===== src/rtl/scl_gen_stall_param.sv =====
// Parametrised SCL generator with push-pull/open-drain phase timing and an
// integrated clock-stretch engine that extends the low phase on request.
module scl_gen_stall_param #(
    parameter int CNT_W   = 8,
    parameter int PP_LOW  = 2,
    parameter int PP_HIGH = 2,
    parameter int OD_LOW  = 10,
    parameter int OD_HIGH = 2,
    parameter int STALL_W = 5
) (
    input  logic               i_scl_gen_clk,
    input  logic               i_scl_gen_rst,
    input  logic               i_scl_gen_en,
    input  logic               i_scl_gen_pp_od,
    input  logic               i_scl_gen_stall,
    input  logic [STALL_W-1:0] i_stall_cycles,
    output logic               o_scl,
    output logic               o_scl_pos_edge,
    output logic               o_scl_neg_edge,
    output logic               o_stall_done,
    output logic               o_scl_stalled,
    output logic               o_busy
);

    typedef enum logic [1:0] {
        IDLE  = 2'd0,
        LOW   = 2'd1,
        STALL = 2'd2,
        HIGH  = 2'd3
    } state_t;

    localparam logic [CNT_W-1:0] PP_LOW_C  = CNT_W'(PP_LOW);
    localparam logic [CNT_W-1:0] PP_HIGH_C = CNT_W'(PP_HIGH);
    localparam logic [CNT_W-1:0] OD_LOW_C  = CNT_W'(OD_LOW);
    localparam logic [CNT_W-1:0] OD_HIGH_C = CNT_W'(OD_HIGH);

    state_t             state;
    state_t             next_state;
    logic [CNT_W-1:0]   cnt;
    logic [STALL_W-1:0] stall_cnt;
    logic               mode_pp;
    logic [CNT_W-1:0]   low_len;
    logic [CNT_W-1:0]   high_len;
    logic               low_end;
    logic               stall_end;
    logic               high_end;
    logic               period_start;

    logic scl_next;
    logic pos_next;
    logic neg_next;
    logic done_next;
    logic stalled_next;
    logic busy_next;

    // Mode is latched once per period, so the lengths stay fixed until the next low phase.
    assign low_len      = mode_pp ? PP_LOW_C  : OD_LOW_C;
    assign high_len     = mode_pp ? PP_HIGH_C : OD_HIGH_C;
    assign low_end      = (state == LOW)   && (cnt == low_len - CNT_W'(1));
    assign stall_end    = (state == STALL) && (stall_cnt == STALL_W'(1));
    assign high_end     = (state == HIGH)  && (cnt == high_len - CNT_W'(1));
    assign period_start = (next_state == LOW) && (state != LOW);

    always_ff @(posedge i_scl_gen_clk or posedge i_scl_gen_rst) begin
        if (i_scl_gen_rst) begin
            state     <= IDLE;
            cnt       <= '0;
            stall_cnt <= '0;
            mode_pp   <= 1'b1;
        end else begin
            state <= next_state;
            if ((next_state == state) && ((state == LOW) || (state == HIGH)))
                cnt <= cnt + CNT_W'(1);
            else
                cnt <= '0;
            // Stall length is captured only at the low-phase end; later input changes are ignored.
            if ((state == LOW) && (next_state == STALL))
                stall_cnt <= i_stall_cycles;
            else if (state == STALL)
                stall_cnt <= stall_cnt - STALL_W'(1);
            else
                stall_cnt <= '0;
            if (period_start)
                mode_pp <= i_scl_gen_pp_od;
        end
    end

    always_comb begin
        next_state = state;
        case (state)
            IDLE: begin
                if (i_scl_gen_en)
                    next_state = LOW;
            end
            LOW: begin
                if (low_end) begin
                    if (i_scl_gen_stall && (i_stall_cycles != '0))
                        next_state = STALL;
                    else
                        next_state = HIGH;
                end
            end
            STALL: begin
                if (stall_end)
                    next_state = HIGH;
            end
            HIGH: begin
                if (high_end)
                    next_state = i_scl_gen_en ? LOW : IDLE;
            end
            default: next_state = IDLE;
        endcase
    end

    // Outputs derive from the next state so pulses line up with the registered SCL change.
    always_comb begin
        scl_next     = !((next_state == LOW) || (next_state == STALL));
        pos_next     = ((state == LOW) || (state == STALL)) && (next_state == HIGH);
        neg_next     = (next_state == LOW) && (state != LOW);
        done_next    = ((state == STALL) && (next_state == HIGH)) ||
                       ((state == LOW) && (next_state == HIGH) &&
                        i_scl_gen_stall && (i_stall_cycles == '0));
        stalled_next = (next_state == STALL);
        busy_next    = (next_state != IDLE);
    end

    always_ff @(posedge i_scl_gen_clk or posedge i_scl_gen_rst) begin
        if (i_scl_gen_rst) begin
            o_scl          <= 1'b1;
            o_scl_pos_edge <= 1'b0;
            o_scl_neg_edge <= 1'b0;
            o_stall_done   <= 1'b0;
            o_scl_stalled  <= 1'b0;
            o_busy         <= 1'b0;
        end else begin
            o_scl          <= scl_next;
            o_scl_pos_edge <= pos_next;
            o_scl_neg_edge <= neg_next;
            o_stall_done   <= done_next;
            o_scl_stalled  <= stalled_next;
            o_busy         <= busy_next;
        end
    end

endmodule


===== config.mk =====
export PLATFORM = sky130hd
export DESIGN_NAME = scl_gen_stall_param
export DESIGN_NICKNAME = d
export VERILOG_FILES = /design/src/rtl/scl_gen_stall_param.sv
export SDC_FILE = /design/constraint.sdc
export NUM_CORES = 1
export LEC_CHECK = 0
export ABC_AREA = 0
export ABC_CLOCK_PERIOD_IN_PS = 3000
export BUFFER_PORTS_ARGS = -buffer_cell sky130_fd_sc_hd__buf_2
export CORE_AREA = 2 2 53 75
export DETAILED_ROUTE_END_ITERATION = 7
export DIE_AREA = 0 0 55 77
export GPL_TIMING_DRIVEN = 0
export SLEW_MARGIN = 25
export SYNTH_ARGS = -nofsm -noshare
export SYNTH_HDL_FRONTEND = slang
export SYNTH_SLANG_ARGS = --single-unit

===== constraint.sdc =====
create_clock -name i_scl_gen_clk -period 3 [get_ports i_scl_gen_clk]
set_input_delay 0.15 -clock i_scl_gen_clk [delete_from_list [all_inputs] [get_ports i_scl_gen_clk]]
set_output_delay 0.15 -clock i_scl_gen_clk [all_outputs]
set_load 0.05 [all_outputs]

==> Word-level counts from Yosys, hierarchy flattened <==
Cells that the tools add are included.
{ "word_totals": {"ff_bits": 22, "inputBits": 10} }
{ "op_classes": {"n_addsub": 3, "n_eq_ne": 11, "muxes": 11, "reduce_logical": 21} }
{ "op_table": {"columns": ["cell", "n"], "rows": [
  ["1-bit logical AND", 12],
  ["5-bit two-way mux", 2],
  ["8-bit by 1-bit adder with 8-bit output, second input constant", 1],
  ["2-bit equality test, second input constant", 4],
  ["8-bit by 1-bit equality test with 1-bit output, second input constant", 1],
  ["8-bit equality test", 1],
  ["2-bit two-way mux", 4],
  ["8-bit two-way mux", 1],
  ["2-bit one-hot mux with 4 select lines", 1],
  ["5-bit by 1-bit equality test with 1-bit output, second input constant", 1],
  ["5-bit logical NOT", 1],
  ["5-bit nonzero test", 1],
  ["4-bit by 1-bit subtractor with 5-bit output, second input constant", 1],
  ["5-bit by 1-bit subtractor with 5-bit output, second input constant", 1],
  ["2-bit by 1-bit equality test with 1-bit output, second input constant", 2],
  ["1-bit logical OR", 4],
  ["4-bit two-way mux", 1],
  ["2-bit equality test", 1],
  ["2-bit logical NOT", 1],
  ["1-bit two-way mux", 2],
  ["2-bit by 1-bit inequality test with 1-bit output, second input constant", 1],
  ["2-bit nonzero test", 1],
  ["1-bit logical NOT", 1]
]} }

==> Logic depth before layout (Yosys ltp) <==
Gate-level depths: netlist of the first run.
{ "depth": {"word_depth": 11, "depth_mapped": 11, "ltp_nobuf": 11} }

==> Worst setup path before layout of the first run <==
OpenSTA, ideal clock, no wires.
{ "synth_timing": {"path_kind": "register to register", "from": "register cnt[2]", "to": "register mode_pp", "setup_time_ns": 0.082, "arrival_ns": 2.621, "setup_slack_ns": 0.297, "path_stages_with_launch": 10, "n_path_buf": 1, "period_less_slack_ns": 2.703, "cell_sequence": "dfrtp_1 -> or4_4 -> buf_6 -> or3_1 -> and2_0 -> o211ai_2 -> a21boi_1 -> ha_1 -> nor2b_1 -> mux2_2"} }
{ "synth_via": {"elab_chain_cells": 6, "word_cells_on_any_way": 9, "classes_between": "3 x eq/ne; 3 x mux; 3 x reduce/logical"} }
{ "synth_rtl": {"columns": ["element", "line", "text"], "rows": [
  ["from (decl)", "39", "logic [CNT_W-1:0] cnt;"],
  ["from (signal assigned)", "73", "cnt <= cnt + CNT_W'(1);"],
  ["8-bit by 1-bit equality test with 1-bit output or 8-bit equality test (tied branches)", "61, 59", null],
  ["1-bit logical AND (on tied branches)", "61, 59", null],
  ["2-bit two-way mux (on tied branches)", "108, 96", null],
  ["2-bit one-hot mux with 4 select lines (*)", "90", "case (state)"],
  ["named net next_state[0]", "38", "state_t next_state;"],
  ["2-bit by 1-bit equality test with 1-bit output (*)", null, null],
  ["1-bit logical AND (*)", null, null],
  ["named net neg_next", "51", "logic neg_next;"],
  ["to (signal assigned)", "84", "mode_pp <= i_scl_gen_pp_od;"],
  ["to (decl)", "41", "logic mode_pp;"]
]} }
The timed path passes the listed nets; every way through them passes the cells marked *.
A chain may end at the register's enable or synchronous reset.

==> Worst setup path in the final report of the first run <==
Same ends and word-level chain as after synthesis.

==> summary.txt, run 1 <==
Worst setup path
  • Worst setup SP type: register
  • Crit end category: register
  • CP startpoint: cnt[2]
  • Register-to-Register Setup Slack: 0.14 ns
  • R2R cell count: 9
  • CP Class: reg -> reg
  • Reg2reg start: cnt[2]
  • Reg2Reg Capture Point: mode_pp
  • Worst Path Required: 3.20 ns
  • Worst-path fanout max: 8
  • CP arrival: 3.06 ns

Flow run
  • # Max-Cap Violations: 0

GRT
  • Antenna violations before repair: 0
  • First-pass GRT wire length: 4.89 mm
  • Total gr overflow: 0
  • Maximum number of pins on one net before global-route repair: 23
  • GRT Overall Usage: 15.6%
  • Vias in the first global route: 1,131

Synthesis
  • Sequential-to-total area share from yosys stat: 39.4%
  • EDFF count, synth: 0
  • Average cell area after synthesis: 9.54 sq um
  • Synthesized netlist net count: 169
  • Async SR Flop Fraction: 100%
  • Syn. warnings: 0
  • Flops & latches, synth: 22
  • Post-Synthesis Cells: 147
  • Yosys cell types: 44
  • Synth Cell Area: 0.00140 sq mm
  • Primary FF master, synth: dfrtp_1

Timing
  • Post-route setup TNS: 0 ns
  • Tmin final: 2.86 ns
  • Clk_skew: 0.00219 ns
  • Hold WS: 0.0565 ns
  • Worst Tran Pin Value: 0.872 ns
  • Final Cycle Share: 95.5%
  • Max Freq: 0.349 GHz
  • Final setup viols: 0
  • RSZ-0062 raised after global routing: yes
  • Max Slew Vio Count: 0
  • Setup WS post-layout: 0.136 ns
  • Final hold vios: 0
  • Relative slew slack: 41.8%

Final layout
  • Final std cells w/o fill: 208
  • Layout area overhead: 15.0%
  • # nets final: 189
  • Area occupied by multi-input gates: 797 sq um
  • Antenna diode count: 0
  • Filler cells: 370
  • Reg area: 553 sq um
  • Finished Cell Area: 0.00161 sq mm
  • Share of cells above drive strength 1: 19.9%
  • Core Util, Final: 45.1%

Drt
  • DR pass1 iterations: 4
  • WL/cell: 14.4 um
  • Vias/cell: 5.33
  • Starting DRT DRC Count: 19
  • Detail Route Antenna Nets: 0
  • # DRC: 0
  • Final WL: 3.00 mm
  • DR vias: 1,109

CTS
  • Post-CTS setup repair buffer count: 0
  • Clock root buffer: clkbuf_8
  • Hold-fix buffers, CTS: 0
  • Post-CTS Resized: 0
  • CTS tree: done
  • Clock buffer depth: 2
  • Cts bufs inserted: 3
  • Htree depth: 1
  • Skew-Pair Late Insertion Delay: 0.26 ns
  • CTS sink cnt: 22
  • Clock-pin slew on the worst setup and hold paths: 0.08 ns

Floorplan
  • Core area: 0.00358 sq mm
  • Die X: 55 um
  • Die area: 0.00424 sq mm
  • Starting Density: 39.2%
  • Rows: 26
  • Die H: 77 um
  • I/O pin count: 16

Placed design
  • Cell Area, Placed: 0.00153 sq mm
  • IO Port Bufs: 15
  • Post-placement cell count: 204
  • DPL Wire Length: 2.36 mm
  • Pre-CTS WS: 0.0343 ns
  • Final RePlAce weighted congestion: 0.924

Min path
  • Min-Delay Path Class: in -> async

Pwr
  • Sequential power share: 30.4%
  • P_sw: 0.691 mW
  • Leak pwr: 0.735 nW
  • Tot Pwr: 1.58 mW
  • Peak VDD IR: 424 uV
  • Clock Power Share: 17.4%
  • Power share of the combinational group: 52.2%
  • Switching part of the total: 43.6%
  • Internal power: 0.894 mW
  • P per Cell Area: 982 mW/mm^2

Status
  • Status: finished, final reports clean
## logic make-up (layout without fill, tap and decap cells)
logic type | Yosys count | count (layout) | synth area share, %
buf+inv | 15 | 34 | 4.55
flops | 22 | 22 | 39.4
mux | 1 | 1 | 0.803
xor+xnor | 10 | 10 | 6.24
fa+ha+maj | 12 | 12 | 10.7
simple gates | 62 | 62 | 25.7
compound gates | 25 | 25 | 12.6
## cells in the final DEF, fill, tap and decap left out, drive strengths merged, types with 6 or more instances in the layout
master  count
o21ai       6
nand2      13
inv        10
clkbuf      7
nor2        9
nor3        6
buf        16
xor2        6
dfrtp      20
nand3       6
ha         12
## final cells by class
class                   instances  share of cell area [%]
multi-input cells             110                    49.4
clock buffers                   3                    2.56
flip-flops and latches         22                    34.3
well taps                      42                    3.26
inverters                      10                    2.33
repair buffers                 15                    4.65
plain buffers                   5                    1.63
clock inverters                 1                    1.86
## Yosys cell counts (all sizes together), types with 2 or more instances
library cell | instances | area (sq um)
nor2b | 3 | 18.8
and2 | 3 | 18.8
clkbuf | 4 | 15.0
nand2 | 13 | 48.8
or3b | 2 | 17.5
o211ai | 2 | 20.0
or4b | 2 | 20.0
nor4b | 2 | 23.8
xnor2 | 4 | 35.0
o31ai | 4 | 30.0
nor2 | 9 | 33.8
nor3 | 6 | 30.0
dfrtp | 20 | 500
xor2 | 6 | 52.6
nand3 | 6 | 30.0
o21a | 2 | 15.0
and3 | 3 | 18.8
a21oi | 3 | 15.0
dfstp | 2 | 52.6
or3 | 4 | 30.0
o21ai | 6 | 30.0
inv | 10 | 37.5
ha | 12 | 150
nand2b | 3 | 18.8
or4 | 2 | 18.8
## routing by layer
metal  vias up  track usage, %  share of wire, %
met5         -               0                 0
met4         0            5.85               1.0
met3         5            1.75               2.8
met2        19            29.5                57
met1       534            16.0                39
li1        551               -                 -
## sequential cells by signal, summed over array words and instances, names as in the netlist
name and cells:
state 2, o_busy 1, cnt 8, o_scl_pos_edge 1, o_stall_done 1, mode_pp 1
o_scl_neg_edge 1, o_scl 1, stall_cnt 5, o_scl_stalled 1
## power by group through the flow
stage / registers (mW) / logic (mW) / clock network (mW)
floorplan: 0.576 / 0.517 / 0
global placement: 0.483 / 0.789 / 0
detailed placement: 0.487 / 0.802 / 0
CTS: 0.482 / 0.812 / 0.283
global route: 0.497 / 0.924 / 0.294
finish: 0.481 / 0.827 / 0.276
## critical path: stages, from the launching register on
cell and delay [ns]:
dfrtp_1 0.44, or4_4 0.55, buf_6 0.15, or3_1 0.37, and2_0 0.18, o211ai_2 0.16, a21boi_4 0.24, ha_1 0.17
nor2b_1 0.19, mux2_2 0.35
## how the worst max path moves through the flow
stage | cells past startpoint | slack [ns] | end
after floorplan | 9 | 0.30 | mode_pp
after global placement | 9 | 0.08 | mode_pp
after detailed placement | 9 | 0.03 | mode_pp
final | 9 | 0.14 | mode_pp
after global routing | 11 | -0.004 | mode_pp
after CTS | 9 | 0.005 | mode_pp
Power figures use the tool's default switching activity.
==> inputs of run 2 (changes only) <==
CTS_CLUSTER_DIAMETER = 150   (was default)
SETUP_SLACK_MARGIN = 0.2   (was default)
==> run 2 against run 1 <==
Compared with the run above:
- flip-flop and latch count did not move
- clock power barely moved
- clock skew rose by 0.00079 ns
- non-clock buffer count rose by 2
- die area did not move
- critical path depth did not move
- largest power group unchanged
==> summary.txt, run 2 (synthesis results as in run 1) <==
Status
  • Status: finished, final reports clean

Floorplan
  • Starting Density: 39.2%
  • Die area: 0.00424 sq mm
  • Die X: 55 um
  • Rows: 26
  • Core area: 0.00358 sq mm
  • I/O pin count: 16
  • Die H: 77 um

Timing
  • Final Cycle Share: 91.8%
  • Worst Tran Pin Value: 0.853 ns
  • Post-route setup TNS: 0 ns
  • Max Slew Vio Count: 0
  • Final hold vios: 0
  • Relative slew slack: 43.1%
  • RSZ-0062 raised after global routing: yes
  • Tmin final: 2.76 ns
  • Final setup viols: 0
  • Hold WS: 0.0476 ns
  • Clk_skew: 0.00298 ns
  • Max Freq: 0.363 GHz

Worst setup path
  • Worst setup SP type: register
  • Worst Path Required: 3.20 ns
  • Crit end category: register
  • Worst-path fanout max: 8
  • CP arrival: 2.95 ns
  • CP Class: reg -> reg

Drt
  • Detail Route Antenna Nets: 0
  • Starting DRT DRC Count: 30
  • WL/cell: 14.5 um
  • DR vias: 1,131
  • Final WL: 3.04 mm
  • # DRC: 0
  • Vias/cell: 5.39
  • DR pass1 iterations: 4

CTS
  • Cts bufs inserted: 3
  • Clock root buffer: clkbuf_8
  • Clock-pin slew on the worst setup and hold paths: 0.08 ns
  • CTS sink cnt: 22
  • Htree depth: 1
  • CTS tree: done
  • Clock buffer depth: 2
  • Hold-fix buffers, CTS: 0
  • Skew-Pair Late Insertion Delay: 0.26 ns

Final layout
  • Biggest register: cnt
  • Share of cells above drive strength 1: 25.6%
  • Largest regs: cnt (8), stall_cnt (5), state (2)
  • Antenna diode count: 0
  • # nets final: 191
  • Reg area: 554 sq um
  • Number of flip-flops in the largest register: 8
  • Area occupied by multi-input gates: 826 sq um
  • Filler cells: 365
  • Layout area overhead: 18.3%
  • Most common cell after layout, fill and taps aside: dfrtp_1
  • Most frequent cells in the layout: dfrtp_1 (19), buf_2 (15), nand2_1 (13)

GRT
  • Antenna violations before repair: 0
  • Vias in the first global route: 1,135
  • GRT Overall Usage: 15.6%
  • Total gr overflow: 0
  • First-pass GRT wire length: 4.89 mm
  • Maximum number of pins on one net before global-route repair: 23

Placed design
  • DPL Wire Length: 2.36 mm
  • Final RePlAce weighted congestion: 0.924
  • IO Port Bufs: 15

Pwr
  • Peak VDD IR: 430 uV
  • Leak pwr: 0.761 nW
  • P per Cell Area: 1000 mW/mm^2
  • Tot Pwr: 1.66 mW

Flow run
  • # Max-Cap Violations: 0

Min path
  • Min-Delay Path Class: in -> async
[run 2: changes by cell type in the layout (fill, tap and decap cells not counted), sizes merged]
cell,before,now
buf,16,18
[run 2: worst max-delay path, cell delays in order, from the launching register on]
cell and delay (ns):
dfrtp_2 0.43, or4_4 0.53, buf_6 0.15, or3_4 0.37, and2_4 0.17, o211ai_2 0.17
a21boi_4 0.24, ha_2 0.19, nor2b_4 0.14, mux2_4 0.30
[run 2: layout make-up]
type	count	share of cell area, %
Inverter	10	2.26
Buffer	5	1.66
Multi-Input combinational cell	110	49.8
Clock buffer	3	2.49
Sequential cell	22	33.4
Tap cell	42	3.17
Timing Repair Buffer	17	5.43
Clock inverter	1	1.81
[run 2: what timing repair did]
| item | CTS | global route |
|---|---|---|
| pin swaps | 0 | 2 |
| resized for setup | 4 | 14 |
| setup endpoints to repair | 2 | 6 |
| setup buffers | 0 | 2 |
[run 2: layer usage]
metal	routed length [um]	part of all wire (%)	GRT usage, %
met1	1170	38	15.9
met2	1720	57	30.2
met3	94	3.1	1.75
met4	55	1.8	4.88
met5	0	0	0
[run 2: worst paths after layout]
| kind | from | to | slack [ns] | depth (start not counted) |
|---|---|---|---|---|
| worst max register to register | cnt[2] | mode_pp | 0.24 | 9 |
| max in group asynchronous | i_scl_gen_rst | cnt[2] | 2.37 | 2 |
| min in group i_scl_gen_clk | i_stall_cycles[0] | stall_cnt[0] | 0.10 | 3 |
| worst min register to register | cnt[7] | cnt[7] | 0.55 | 2 |
| worst min-delay path | i_scl_gen_rst | o_scl_neg_edge | 0.05 | 2 |
| worst max-delay path | cnt[2] | mode_pp | 0.24 | 9 |
[run 2: power breakdown]
| group | internal, mW | leakage, nW | switching, mW | total (mW) |
|---|---|---|---|---|
| combinational | 0.377 | 0.438 | 0.528 | 0.905 |
| clock | 0.178 | 0.0357 | 0.0975 | 0.276 |
| sequential | 0.397 | 0.288 | 0.0839 | 0.481 |
| total | 0.952 | 0.761 | 0.710 | 1.66 |
[run 2: stage by stage]
step           util [%]  setup WS, ns  instances  area (sq um)
2_1_floorplan         -         0.297        147          1400
4_1_cts            45.1         0.185        208          1620
6_report           46.4         0.245        210          1660
3_5_place_dp       42.8        0.0343        204          1530
3_3_place_gp       42.8        0.0791        204          1530
5_1_grt            46.4         0.189        210          1660
